### src/rtl/pipe_stage_reg.sv
// pipe_stage_reg: elastic inter-stage pipeline register with a 2-entry skid
// buffer, valid/ready handshake, synchronous flush and control zeroing on
// bubbles. Optional performance counters are enabled by defining
// PIPE_STAGE_PERF_EN; otherwise stall_cnt and flush_cnt are tied to zero.
module pipe_stage_reg #(
    parameter int DATA_W = 16,
    parameter int CTRL_W = 11,
    parameter int CNT_W  = 16
) (
    input  logic              clk,
    input  logic              rst,
    input  logic              flush,
    input  logic              in_valid,
    output logic              in_ready,
    input  logic [DATA_W-1:0] in_data,
    input  logic [CTRL_W-1:0] in_ctrl,
    output logic              out_valid,
    input  logic              out_ready,
    output logic [DATA_W-1:0] out_data,
    output logic [CTRL_W-1:0] out_ctrl,
    output logic [1:0]        occupancy,
    output logic [CNT_W-1:0]  stall_cnt,
    output logic [CNT_W-1:0]  flush_cnt
);

    // Main entry drives the outputs; skid entry catches the one extra
    // instruction that can arrive while in_ready is still high after a stall.
    logic              mainValidReg;
    logic [DATA_W-1:0] mainDataReg;
    logic [CTRL_W-1:0] mainCtrlReg;
    logic              skidValidReg;
    logic [DATA_W-1:0] skidDataReg;
    logic [CTRL_W-1:0] skidCtrlReg;

    logic accept;
    logic pop;

    // in_ready comes straight from a flop, so there is no input-to-output
    // combinational path through this stage.
    assign in_ready  = !skidValidReg;
    assign out_valid = mainValidReg;
    assign out_data  = mainDataReg;
    assign out_ctrl  = mainValidReg ? mainCtrlReg : '0;
    assign occupancy = {1'b0, mainValidReg} + {1'b0, skidValidReg};

    assign accept = in_valid & in_ready & !flush;
    assign pop    = mainValidReg & out_ready;

    // Entry storage: flush wins over everything, otherwise FIFO fill/drain.
    always_ff @(posedge clk or posedge rst) begin
        if (rst) begin
            mainValidReg <= 1'b0;
            mainDataReg  <= '0;
            mainCtrlReg  <= '0;
            skidValidReg <= 1'b0;
            skidDataReg  <= '0;
            skidCtrlReg  <= '0;
        end else if (flush) begin
            // Bubble insertion: drop both entries and neutralise controls.
            mainValidReg <= 1'b0;
            mainCtrlReg  <= '0;
            skidValidReg <= 1'b0;
            skidCtrlReg  <= '0;
        end else if (!mainValidReg) begin
            if (accept) begin
                mainValidReg <= 1'b1;
                mainDataReg  <= in_data;
                mainCtrlReg  <= in_ctrl;
            end
        end else if (pop) begin
            if (skidValidReg) begin
                // Skid drains into main; in_ready was low so nothing new arrives.
                mainDataReg  <= skidDataReg;
                mainCtrlReg  <= skidCtrlReg;
                skidValidReg <= 1'b0;
                skidCtrlReg  <= '0;
            end else if (accept) begin
                mainDataReg  <= in_data;
                mainCtrlReg  <= in_ctrl;
            end else begin
                mainValidReg <= 1'b0;
                mainCtrlReg  <= '0;
            end
        end else if (accept) begin
            // Downstream stalled but we had advertised ready: park in skid.
            skidValidReg <= 1'b1;
            skidDataReg  <= in_data;
            skidCtrlReg  <= in_ctrl;
        end
    end

`ifdef PIPE_STAGE_PERF_EN
    // Index 0 counts stall cycles, index 1 counts flushes that killed work.
    logic [1:0]       cntInc;
    logic [CNT_W-1:0] cntReg [2];

    assign cntInc[0] = mainValidReg & !out_ready;
    assign cntInc[1] = flush & (mainValidReg | skidValidReg);

    for (genvar gi = 0; gi < 2; gi++) begin : g_perf_cnt
        // Saturating event counter.
        always_ff @(posedge clk or posedge rst) begin
            if (rst) begin
                cntReg[gi] <= '0;
            end else if (cntInc[gi] && (cntReg[gi] != {CNT_W{1'b1}})) begin
                cntReg[gi] <= cntReg[gi] + 1'b1;
            end
        end
    end

    assign stall_cnt = cntReg[0];
    assign flush_cnt = cntReg[1];
`else
    assign stall_cnt = '0;
    assign flush_cnt = '0;
`endif

endmodule

### config.mk
export PLATFORM = sky130hd
export DESIGN_NAME = pipe_stage_reg
export DESIGN_NICKNAME = d
export VERILOG_FILES = /design/src/rtl/pipe_stage_reg.sv
export SDC_FILE = /design/constraint.sdc
export NUM_CORES = 1
export LEC_CHECK = 0
export BUFFER_PORTS_ARGS = -buffer_cell sky130_fd_sc_hd__buf_2
export CAP_MARGIN = 0
export CORE_ASPECT_RATIO = 0.75
export CORE_MARGIN = 2
export CORE_UTILIZATION = 57
export CTS_BUF_LIST = sky130_fd_sc_hd__clkbuf_8
export DETAILED_ROUTE_END_ITERATION = 6
export GPL_ROUTABILITY_DRIVEN = 0
export PLACE_DENSITY = 0.85
export SETUP_SLACK_MARGIN = 0.1
export SYNTH_ARGS = -nofsm -noshare
export SYNTH_HDL_FRONTEND = slang
export SYNTH_SLANG_ARGS = --single-unit
export TNS_END_PERCENT = 20
### constraint.sdc
create_clock -name clk -period 2.9 [get_ports clk]
set_input_delay 0.145 -clock clk [delete_from_list [all_inputs] [get_ports clk]]
set_output_delay 0.145 -clock clk [all_outputs]
set_load 0.005 [all_outputs]
==> run metrics, run 1 <==
setup TNS=0 ps; postcts setup bufs=0; Hold Worst Slack=70.7 ps; Die Footprint=0.00594 mm^2; CP Max Fanout=22; Yosys top cell by area=dfrtp_1; Worst-path clk slew=110 ps; # diodes=0; DP Wirelength=4040 um; post-synthesis sequential area ratio=0.461; H-tree depth=2; Worst setup SP type=register; Worst Setup SP=skidValidReg; width of the die=88.3 um; most area-consuming cells after synthesis=dfrtp_1, buf_4, a22o_1, mux2_4, mux2i_1; synthesized area per cell=11.3 um^2; core area=0.00501 mm^2; Hold Crit Start=in_data[4]; Final Hold Viols=0; Post-Route WL=5710 um; CTS sink cnt=56; Nets=357; gr usage total=0.209; Yosys warning count=0; largest net degree at the start of global routing=45; peak supply drop=0.315 mV; proportion of netlist area held by the largest area contributor=0.461; most common flop cell mapped by yosys=dfrtp_1; # setup viols final=0; Crit Path Class=register to register; Final Max Slew Viols=0; GRT overflow=0; crit path to=skidDataReg[2]; Yosys reg bits=56; Mapped Area=0.00304 mm^2; DR WL/cell=14.4 um; RSZ-0062 raised after global routing=no; clk buf depth=2; FF-to-FF Start=skidValidReg; PortBufs=62; CP Data Required Time=3100 ps; Chip Height=67.2 um; count of cell types in the netlist=34; Initial Utilization=0.606; clk root buf=clkbuf_8; layout cells sized above 1=0.345; P_leak=1.78 nW; DR vias=2,036; Max Clock Skew=8.59 ps; ys async rst share=1.00; DRT iter0 DRCs=162; CP arrival=2360 ps; dominant cell by count in the synthesized netlist=dfrtp_1; Tightest Pin Transition=1050 ps; Mapped Cells=268; Worst R2R Path Depth=3; top cells by instance count after synthesis=dfrtp_1, buf_4, a22o_1; Synth-to-Final Area Change=9.76%; DRC viols=0; pwr dens=522 mW/mm^2; post-route ant nets=0; CP endpoint kind=register; Min Clock Period, post-route=2160 ps; outcome=completed; initial antenna violation count=0; Worst-Skew Late Latency=310 ps; Initial DRT Pass Iterations=4; Rows=22; r2r setup slk=740 ps; reg-to-reg endpoint=skidDataReg[2]; period utilisation layout=0.746; first-pass GRT wire length=9270 um; vias in the first global route=1,833; FILL cells=415; worst min path class=input pin to register; EDFF count, synth=0; drt via density=5.13; Ports=95; Slew headroom=0.294; CTS tree=built; Max-Cap Viols=0; fmax=462 MHz; Num CTS Buffers=5
-- placed cells by master (no fill, tap or decap), types with 2 or more instances in the layout --
cell type and n:
a211oi_1 11, a21oi_1 2, a22o_1 25, a22o_2 7
and2_1 13, and2_2 2, and3_1 7, and3_2 4
buf_2 62, buf_4 6, clkbuf_8 5, conb_1 32
dfrtp_1 56, inv_1 3, mux2_2 6, mux2_4 10
mux2i_1 10, nand2_1 21, nor2b_1 11, nor3_1 2
nor3b_1 2, o21ai_0 2, o2bb2ai_1 11
-- worst max-delay path: stages, from the launching register on --
cell,delay [ps]
dfrtp_1,620
nor3b_4,580
nand2_2,420
mux2_4,410
-- area by class of cell --
type / instances / area, um^2 / area share
multi-input cells: 188 / 1370 / 0.410
clock inverters: 3 / 27.5 / 0.00826
inverters: 4 / 15.0 / 0.00450
flip-flops and latches: 56 / 1400 / 0.420
clock buffers: 5 / 68.8 / 0.0206
well taps: 72 / 90.1 / 0.0270
repair buffers: 69 / 365 / 0.110
-- how the worst min path moves through the flow --
stage                           end  cells past startpoint
floorplan           skidCtrlReg[10]                      1
global placement        out_data[9]                      2
detailed placement      out_data[9]                      2
CTS                  skidDataReg[4]                      2
global route         skidDataReg[4]                      2
finish               skidDataReg[4]                      2
-- metal layers --
layer	vias up	global-route usage	part of all wire
met2	71	0.294	0.43
met3	2	0.0379	0.053
met4	0	0.0625	0.0061
met1	959	0.329	0.51
met5	-	0	0
li1	1004	-	-
-- report_power, final --
| part | total [W] | internal, W | switching [W] |
|---|---|---|---|
| sequential | 0.000958 | 0.000892 | 0.0000656 |
| clock | 0.000441 | 0.000178 | 0.000263 |
| combinational | 0.000343 | 0.000186 | 0.000157 |
-- through the flow --
| stage | instances | setup slack [ps] | utilization | total power (W) | area [um^2] |
|---|---|---|---|---|---|
| 6_report | 397 | 738 | 0.666 | 0.00174 | 3330 |
| 5_1_grt | 397 | 555 | 0.666 | 0.00184 | 3330 |
| 4_1_cts | 397 | 743 | 0.666 | 0.00175 | 3330 |
| 3_5_place_dp | 388 | 756 | 0.644 | 0.00131 | 3230 |
| 3_3_place_gp | 388 | 816 | 0.644 | 0.00130 | 3230 |
| 2_1_floorplan | 299 | 1380 | - | 0.00123 | 3150 |
-- sequential cells by signal (all words and copies together) (netlist names) --
| register | cells |
|---|---|
| skidDataReg | 16 |
| out_valid | 1 |
| mainCtrlReg | 11 |
| skidCtrlReg | 11 |
| out_data | 16 |
| skidValidReg | 1 |
-- what timing repair did --
| item | CTS | global route |
|---|---|---|
| resized for setup | 0 | 0 |
| hold buffers | 1 | 0 |
| endpoints found under the hold margin | 17 | 0 |
-- logic make-up after synthesis --
group,count (synthesis),share of synthesized area
compound gates,62,0.172
fa+ha+maj,1,0.00412
buf+inv,55,0.129
flops,56,0.461
mux,26,0.105
other cells,1,0.00123
simple gates,67,0.128
(Power assumes the default switching activity.)
==> inputs of run 2 (changes only) <==
--- a/config.mk
+++ b/config.mk
@@ -9,11 +9,11 @@
 export CAP_MARGIN = 0
 export CORE_ASPECT_RATIO = 0.75
 export CORE_MARGIN = 2
-export CORE_UTILIZATION = 57
+export CORE_UTILIZATION = 53
 export CTS_BUF_LIST = sky130_fd_sc_hd__clkbuf_8
 export DETAILED_ROUTE_END_ITERATION = 6
 export GPL_ROUTABILITY_DRIVEN = 0
-export PLACE_DENSITY = 0.85
+export PLACE_DENSITY = 0.79
 export SETUP_SLACK_MARGIN = 0.1
 export SYNTH_ARGS = -nofsm -noshare
 export SYNTH_HDL_FRONTEND = slang
==> constraint.sdc (replaced) <==
create_clock -name clk -period 2.1 [get_ports clk]
set_input_delay 0.105 -clock clk [delete_from_list [all_inputs] [get_ports clk]]
set_output_delay 0.105 -clock clk [all_outputs]
set_load 0.005 [all_outputs]
==> run 2 against run 1 <==
First-iteration DRC count is 65% lower. Critical path type unchanged. Fmax is 19% higher. Via count is 2.3% higher. Critical endpoint is now skidDataReg[8].
==> run metrics, run 2 (synthesized netlist as in run 1, its figures left out) <==
width of the die=91.4 um (was 88.3 um); DRT iter0 DRCs=57 (was 162); Initial DRT Pass Iterations=4 (unchanged); core area=0.00544 mm^2 (was 0.00501 mm^2); Max Clock Skew=9.09 ps (was 8.59 ps); CP Max Fanout=22 (unchanged); DP Wirelength=4210 um (was 4040 um); CP Data Required Time=2300 ps (was 3100 ps); Worst Path Buf+Inv=0 (unchanged); P_leak=1.80 nW (was 1.78 nW); Slew headroom=0.321 (was 0.294); Crit Path Class=register to register (unchanged); DR vias=2,082 (was 2,036); post-route ant nets=0 (unchanged); CP peak stage delay=630 ps (was 620 ps); Ports=95 (unchanged); WHS Endpoint=skidDataReg[0] (was skidDataReg[4]); Final Max Slew Viols=0 (unchanged); dpl ws=312 ps (was 756 ps); vias in the first global route=1,943 (was 1,833); Hold Crit Start=in_data[0] (was in_data[4]); peak supply drop=0.391 mV (was 0.315 mV); Synth-to-Final Area Change=10.5% (was 9.76%); Final Hold Viols=0 (unchanged); Die Footprint=0.00636 mm^2 (was 0.00594 mm^2); post-route setup slack=288 ps (was 738 ps); reg-to-reg endpoint=skidDataReg[8] (was skidDataReg[2]); Rows=23 (was 22); Tightest Pin Transition=1010 ps (was 1050 ps); crit-path cells=nor3b_4, nand2_2, mux2_4 (unchanged); DR WL/cell=14.6 um (was 14.4 um); postcts setup bufs=0 (unchanged); layout cells sized above 1=0.347 (was 0.345); # diodes=0 (unchanged); # setup viols final=0 (unchanged); Worst R2R Path Depth=3 (unchanged); CTS sink cnt=56 (unchanged); r2r setup slk=290 ps (was 740 ps); drt via density=5.15 (was 5.13); H-tree depth=2 (unchanged); first-pass GRT wire length=9690 um (was 9270 um); Initial Utilization=0.559 (was 0.606); fmax=552 MHz (was 462 MHz); CP arrival=2010 ps (was 2360 ps); clk root buf=clkbuf_8 (unchanged); GRT overflow=0 (unchanged); CTS tree=built (unchanged); outcome=completed (unchanged); setup TNS=0 ps (unchanged); Min Clock Period, post-route=1810 ps (was 2160 ps); Num CTS Buffers=5 (unchanged); commonest non-fill, non-tap cells in the layout=buf_2, dfrtp_1, conb_1 (unchanged); PortBufs=62 (unchanged); gr usage total=0.192 (was 0.209); Nets=361 (was 357); Chip Height=69.6 um (was 67.2 um); WHS Path Cells=2 (unchanged); initial antenna violation count=0 (unchanged); Worst-path clk slew=100 ps (was 110 ps); worst min path class=input pin to register (unchanged); delay-heaviest family, CP=simple AND/OR/NAND/NOR gates (unchanged); Post-Route WL=5890 um (was 5710 um); Worst-Skew Late Latency=310 ps (about the same); clk buf depth=2 (unchanged); Tot Pwr=0.00237 W (was 0.00174 W); leading cell type in the layout, fill and taps excluded=buf_2 (unchanged); FF-to-FF Start=skidValidReg (unchanged); Max-Cap Viols=0 (unchanged); pwr dens=707 mW/mm^2 (was 522 mW/mm^2); DRC viols=0 (unchanged); CP endpoint kind=register (unchanged); Slowest cell on crit path=dfrtp_1 (unchanged); period utilisation layout=0.863 (was 0.746); Worst setup SP type=register (unchanged); largest net degree at the start of global routing=30 (was 45); RSZ-0062 raised after global routing=no (unchanged)
run 2: changes by cell type in the layout (fill, tap and decap cells not counted), sizes merged:
| cell | delta |
|---|---|
| buf | +4 |
| clkinvlp | -1 |
| inv | +1 |
run 2: power by group:
| part | switching [W] | leakage, nW | internal, W | total [W] |
|---|---|---|---|---|
| sequential | 0.0000916 | 0.733 | 0.00123 | 0.00132 |
| combinational | 0.000219 | 1.02 | 0.000262 | 0.000481 |
| clock | 0.000340 | 0.0507 | 0.000230 | 0.000569 |
| total | 0.000650 | 1.80 | 0.00172 | 0.00237 |
run 2: worst max path at each step:
stage	depth (start not counted)	slack, ps	startpoint	to
after CTS	3	290	skidValidReg	skidDataReg[8]
after global placement	3	360	skidValidReg	skidDataReg[1]
final	3	290	skidValidReg	skidDataReg[8]
after global routing	3	140	skidValidReg	skidDataReg[8]
after detailed placement	3	310	skidValidReg	skidDataReg[15]
after floorplan	1	620	rst	mainCtrlReg[0]
run 2: area by class of cell:
class / instances / area [um^2]
multi-input combinational: 188 / 1370
fill: 448 / 2080
tap: 75 / 93.8
inverter: 4 / 15.0
timing repair buffer: 73 / 395
clock inverter: 3 / 16.3
sequential: 56 / 1400
clock buffer: 5 / 68.8
run 2: timing repair:
| action | 4_1_cts | 5_1_grt |
|---|---|---|
| hold endpoints to repair | 24 | 0 |
| endpoints found under the setup margin | 0 | 0 |
| hold buffers | 1 | 0 |
| resized for setup | 0 | 0 |
run 2: worst register-to-register path, cell delays in order (launching register included):
cell and delay [ps]:
dfrtp_1 630, nor3b_4 330, nand2_2 330, mux2_4 410
run 2: through the flow:
stage / util / cells / hold slack, ps / area [um^2]
after floorplan: - / 299 / 238 / 3150
after global placement: 0.600 / 395 / 180 / 3260
after detailed placement: 0.600 / 395 / 184 / 3260
after CTS: 0.617 / 404 / 30.8 / 3360
after global routing: 0.617 / 404 / 28.9 / 3360
final: 0.617 / 404 / 37.3 / 3360
run 2: layer usage:
layer | global-route usage | up-vias | share of wire
met2 | 0.283 | 80 | 0.42
met4 | 0.0455 | 0 | 0.0090
met3 | 0.0359 | 6 | 0.059
met1 | 0.294 | 987 | 0.51
li1 | - | 1009 | -
met5 | 0 | - | 0
